--- src/rtl/sap_pkg.sv ---
// Shared constants and state type for the SAP-1.5 program loader.
package sap_pkg;

    localparam int RAM_SIZE_BYTES = 16;

    typedef enum logic [2:0] {
        S_IDLE,
        S_LOAD,
        S_CLEAR,
        S_RELEASE,
        S_RUN,
        S_FINISH
    } loader_state_t;

endpackage

--- src/rtl/program_loader.sv ---
// Streams a program into the SAP-1.5 RAM with the CPU held in reset, zero-fills the
// remainder, then releases the CPU and times the run until halt or timeout.
//
// state   | meaning
// IDLE    | waiting for start after reset
// LOAD    | accepting program bytes on the valid/ready stream
// CLEAR   | writing 0x00 to the addresses the program did not cover
// RELEASE | last RAM write settles, CPU still in reset
// RUN     | CPU running, cycle counter active
// FINISH  | halted or timed out; results held until the next start
module program_loader #(
    parameter int RAM_SIZE_BYTES = sap_pkg::RAM_SIZE_BYTES,
    parameter int MAX_CYCLES     = 1000,
    parameter int CYC_WIDTH      = 16,
    localparam int AW            = $clog2(RAM_SIZE_BYTES)
) (
    input  logic                 clk,
    input  logic                 reset_n,
    input  logic                 start,
    input  logic [AW:0]          load_len,
    input  logic [7:0]           s_data,
    input  logic                 s_valid,
    output logic                 s_ready,
    output logic                 ram_we,
    output logic [AW-1:0]        ram_addr,
    output logic [7:0]           ram_wdata,
    output logic                 cpu_reset,
    input  logic                 cpu_halt,
    output logic                 busy,
    output logic                 done,
    output logic                 timeout,
    output logic [CYC_WIDTH-1:0] cycle_count,
    output logic [7:0]           checksum
);

    import sap_pkg::*;

    localparam logic [AW:0]          FULL  = RAM_SIZE_BYTES[AW:0];
    localparam logic [AW:0]          LAST  = FULL - (AW+1)'(1);
    localparam logic [AW:0]          ONE   = (AW+1)'(1);
    localparam logic [CYC_WIDTH-1:0] MAX_C = CYC_WIDTH'(MAX_CYCLES);

    loader_state_t state, state_next;

    logic [AW:0] ptr;
    logic [AW:0] bytes_left;
    logic [AW:0] len_clamped;

    logic start_go, load_fire, clear_fire, enter_run, run_count, halt_hit, limit_hit;

    assign len_clamped = (load_len > FULL) ? FULL : load_len;

    always_ff @(posedge clk or negedge reset_n) begin
        if (!reset_n) state <= S_IDLE;
        else          state <= state_next;
    end

    always_comb begin
        state_next = state;
        s_ready    = 1'b0;
        busy       = 1'b0;
        start_go   = 1'b0;
        load_fire  = 1'b0;
        clear_fire = 1'b0;
        enter_run  = 1'b0;
        run_count  = 1'b0;
        halt_hit   = 1'b0;
        limit_hit  = 1'b0;
        case (state)
            S_IDLE, S_FINISH: begin
                if (start) begin
                    start_go   = 1'b1;
                    state_next = (len_clamped != '0) ? S_LOAD : S_CLEAR;
                end
            end
            S_LOAD: begin
                busy    = 1'b1;
                s_ready = 1'b1;
                if (s_valid) begin
                    load_fire = 1'b1;
                    // a full-size image has nothing left to clear
                    if (bytes_left == ONE)
                        state_next = (ptr == LAST) ? S_RELEASE : S_CLEAR;
                end
            end
            S_CLEAR: begin
                busy       = 1'b1;
                clear_fire = 1'b1;
                if (ptr == LAST) state_next = S_RELEASE;
            end
            S_RELEASE: begin
                busy       = 1'b1;
                enter_run  = 1'b1;
                state_next = S_RUN;
            end
            S_RUN: begin
                busy = 1'b1;
                if (cpu_halt) begin
                    halt_hit   = 1'b1;
                    state_next = S_FINISH;
                end else if (cycle_count == MAX_C) begin
                    limit_hit  = 1'b1;
                    state_next = S_FINISH;
                end else begin
                    run_count = 1'b1;
                end
            end
            default: state_next = S_IDLE;
        endcase
    end

    always_ff @(posedge clk or negedge reset_n) begin
        if (!reset_n) begin
            ram_we      <= 1'b0;
            ram_addr    <= '0;
            ram_wdata   <= '0;
            cpu_reset   <= 1'b1;
            done        <= 1'b0;
            timeout     <= 1'b0;
            cycle_count <= '0;
            checksum    <= '0;
            ptr         <= '0;
            bytes_left  <= '0;
        end else begin
            ram_we <= 1'b0;
            if (start_go) begin
                done        <= 1'b0;
                timeout     <= 1'b0;
                cycle_count <= '0;
                checksum    <= '0;
                ptr         <= '0;
                bytes_left  <= len_clamped;
                cpu_reset   <= 1'b1;
            end
            if (load_fire) begin
                ram_we     <= 1'b1;
                ram_addr   <= ptr[AW-1:0];
                ram_wdata  <= s_data;
                checksum   <= checksum + s_data;
                ptr        <= ptr + ONE;
                bytes_left <= bytes_left - ONE;
            end
            if (clear_fire) begin
                ram_we    <= 1'b1;
                ram_addr  <= ptr[AW-1:0];
                ram_wdata <= 8'h00;
                ptr       <= ptr + ONE;
            end
            if (enter_run) cpu_reset <= 1'b0;
            if (run_count) cycle_count <= cycle_count + CYC_WIDTH'(1);
            if (halt_hit)  done <= 1'b1;
            if (limit_hit) begin
                timeout   <= 1'b1;
                cpu_reset <= 1'b1;
            end
        end
    end

endmodule
--- config.mk ---
export PLATFORM = sky130hd
export DESIGN_NAME = program_loader
export DESIGN_NICKNAME = d
export VERILOG_FILES = /design/src/rtl/sap_pkg.sv /design/src/rtl/program_loader.sv
export SDC_FILE = /design/constraint.sdc
export NUM_CORES = 1
export LEC_CHECK = 0
export CELL_PAD_IN_SITES_DETAIL_PLACEMENT = 1
export CELL_PAD_IN_SITES_GLOBAL_PLACEMENT = 1
export CORE_MARGIN = 2
export CORE_UTILIZATION = 35
export DETAILED_ROUTE_END_ITERATION = 10
export PLACE_DENSITY = 0.74
export RECOVER_POWER = 100
export SETUP_SLACK_MARGIN = 0.02
export SYNTH_ARGS = -nofsm -noshare
export SYNTH_HDL_FRONTEND = slang
export SYNTH_SLANG_ARGS = --single-unit
--- constraint.sdc ---
create_clock -name clk -period 2.25 [get_ports clk]
set_clock_uncertainty 0.2 [all_clocks]
set_input_delay 0.225 -clock clk [delete_from_list [all_inputs] [get_ports clk]]
set_output_delay 0.225 -clock clk [all_outputs]
set_load 0.01 [all_outputs]
==> results by group <==
Outcome
  • Status: completed

Routing
  • Final wirelength: 8.13 mm
  • Violation count after the first detailed-route iteration: 83
  • Vias: 2704
  • DR WL/cell: 15.7 um
  • Post-route ant nets: 0
  • Post-DR vias/cell: 5.24
  • First-pass iteration count of the detailed router: 4
  • Drt drc: 0

Yosys
  • Distinct cells, synth: 51
  • Synth Flop Type: dfrtp_1
  • Share of synthesized registers carrying an async set or reset: 1.00
  • Seq cells post-synth: 53
  • Syn nets: 346
  • Syn Area/Cell: 9.11 um2
  • Syn Std Cell Area: 2860 um2
  • Synthesized netlist cell count: 314
  • YS warnings: 0
  • Number of synthesized flops with an enable pin: 0
  • Sequential area share after synthesis: 0.464

Final layout
  • Most frequent cells in the layout: 55 x nand2_1, 50 x dfrtp_1, 38 x buf_4
  • # diodes: 0
  • Syn-to-layout area delta: 42.1%
  • Share of post-route cells with drive strength above 1: 0.176
  • Most common cell after layout, fill and taps aside: nand2_1
  • Final nets: 445
  • # fillers: 915

Floorplanning
  • Die Y: 94.4 um
  • Core area: 7810 um2
  • Row Count: 32
  • Initial cell density of the core: 0.367
  • Full die area: 8920 um2
  • DIE WIDTH: 94.4 um
  • IO Count: 60

Worst setup path
  • Worst path required time: 2.25 ns
  • Worst reg-to-reg setup slack: 0.0005 ns
  • Slowest CP cell: or4_4
  • Startpoint types: register
  • Reg2Reg Depth: 7
  • Critical path class: register to register
  • Worst Path Buf+Inv: 1
  • Critical R2R Capture: cycle_count[4]
  • Worst Setup SP: cycle_count[13]
  • CP endpoint: cycle_count[4]
  • CP max FO: 9
  • FF-to-FF Start: cycle_count[13]
  • Worst Setup End Kind: register
  • Crit path cell chain: or4_4 > nor4_4 > nand2b_4 > buf_12 > nor2b_1 > o21ai_1 > o31ai_1
  • Top delay family on crit path: simple AND/OR/NAND/NOR gates
  • Arr. time, crit path: 2.25 ns
  • Max stage delay on crit path: 0.55 ns
  • Critical path depth: 7

STA
  • Min Tclk post-route: 2.25 ns
  • Worst slew margin: 0.274
  • Final Setup Violations: 0
  • Least-Margin Pin Slew: 1.09 ns
  • Peak Freq: 445 MHz
  • Post-route clock period utilization: 1.00
  • Fin. Hold Viols: 0
  • Pins Over Slew Limit: 0
  • RSZ-0062 raised after global routing: true
  • Final WS setup: 0.000460 ns
  • TNS Setup: 0 ns

Power and ir drop
  • Areal power density over the cells: 1020 nW/um2
  • Leakage: 0.00191 uW
  • VDD IR max: 503 uV
  • Pwr Total: 4140 uW

Global route
  • Gr ovfl total: 0
  • First-pass GRT wire length: 13.7 mm
  • Overall Global Routing Usage: 0.193
  • Initial antenna violation count: 0
  • Largest net degree at the start of global routing: 36
  • Vias in the first global route: 2844

Clocking
  • Htree depth: 2
  • CTS sink count: 53
  • Clk slew on worst S/H paths: 0.10 ns
  • Later-pin clock latency in the skew report: 0.31 ns
  • Max clock buf depth: 2
  • CTS tree: yes
  • Clock root cell: clkbuf_8
  • TritonCTS buffer count: 5

Place
  • Final GP Congestion: 0.802
  • Dpl ws: -0.287 ns
  • DPL Wire Length: 6.00 mm
  • IO buf count: 59

Min path
  • Worst Hold Class: register to register

Job
  • Maximum Capacitance Violations: 0
==> worst register-to-register path: stages, from the launching register on <==
cell and delay [ns]:
dfrtp_1 0.41, or4_4 0.55, nor4_4 0.34, nand2b_4 0.25, buf_12 0.14, nor2b_1 0.05
o21ai_1 0.11, o31ai_1 0.08
==> metrics by stage <==
stage                     area [um2]   util  std cells  hold slack, ns
after floorplan                 2870      -        314          -0.271
after global placement          3850  0.494        502          0.0117
after detailed placement        3850  0.494        502          0.0149
after CTS                       4040  0.518        512           0.200
after global routing            4070  0.521        516           0.296
final                           4070  0.521        516           0.268
==> power breakdown <==
| part | switching, uW | internal (uW) | total (uW) |
|---|---|---|---|
| sequential | 178 | 1210 | 1380 |
| combinational | 1090 | 980 | 2070 |
| clock | 321 | 363 | 684 |
| total | 1590 | 2550 | 4140 |
==> cell type report <==
cell class              instances  area, um2  share of cell area
multi-input cells             235       1480               0.365
flip-flops and latches         53       1330               0.327
repair buffers                103        952               0.234
well taps                     102        128              0.0314
clock buffers                   7       86.3              0.0212
inverters                      15       56.3              0.0139
clock inverters                 1       30.0             0.00739
==> worst min path at each step <==
stage,startpoint,endpoint,slack (ns),cells past startpoint
floorplan,reset_n,bytes_left[0],-0.27,0
global route,s_data[2],ram_wdata[2],0.30,3
global placement,reset_n,ram_wdata[1],0.01,1
detailed placement,reset_n,ram_wdata[1],0.01,1
finish,ram_addr[0],ram_addr[0],0.27,2
CTS,reset_n,ram_wdata[1],0.20,2
==> synth_stat cells, drive strengths merged (7+ instances only) <==
| cell | n | area (um2) |
|---|---|---|
| a21oi | 27 | 135 |
| buf | 7 | 47.5 |
| dfrtp | 52 | 1300 |
| ha | 13 | 163 |
| inv | 14 | 52.6 |
| nand2 | 55 | 206 |
| nand2b | 7 | 46.3 |
| nand3 | 25 | 125 |
| nor2 | 11 | 43.8 |
| nor3 | 7 | 45.0 |
| o21ai | 27 | 135 |
| o31ai | 8 | 65.1 |
==> cell families after synthesis <==
logic type / Yosys count / synth area share
simple gates: 127 / 0.220
compound gates: 83 / 0.175
flops: 53 / 0.464
buf+inv: 26 / 0.0415
fa+ha+maj: 14 / 0.0638
xor+xnor: 7 / 0.0214
mux: 4 / 0.0140
==> per-layer routing <==
layer | global-route usage | up-vias | wire, um
met1 | 0.247 | 1337 | 3620
met2 | 0.340 | 47 | 4140
li1 | - | 1310 | -
met5 | 0 | - | 0
met4 | 0.0447 | 0 | 91
met3 | 0.0351 | 10 | 274
==> timing repair <==
action,in CTS,in global routing
pin swaps,2,3
resized for setup,13,7
cloned,0,0
buffers inserted,1,4
endpoints found under the setup margin,18,19
hold buffers,1,0
hold endpoints to repair,18,0
==> flip-flops by register name, summed over array words and instances, names as in the netlist <==
| signal | flops |
|---|---|
| bytes_left | 5 |
| ram_we | 1 |
| checksum | 8 |
| done | 1 |
| cycle_count | 16 |
| ram_addr | 4 |
| cpu_reset | 1 |
| timeout | 1 |
| ram_wdata | 8 |
| ptr | 5 |
| state | 3 |
(Power assumes the default switching activity.)
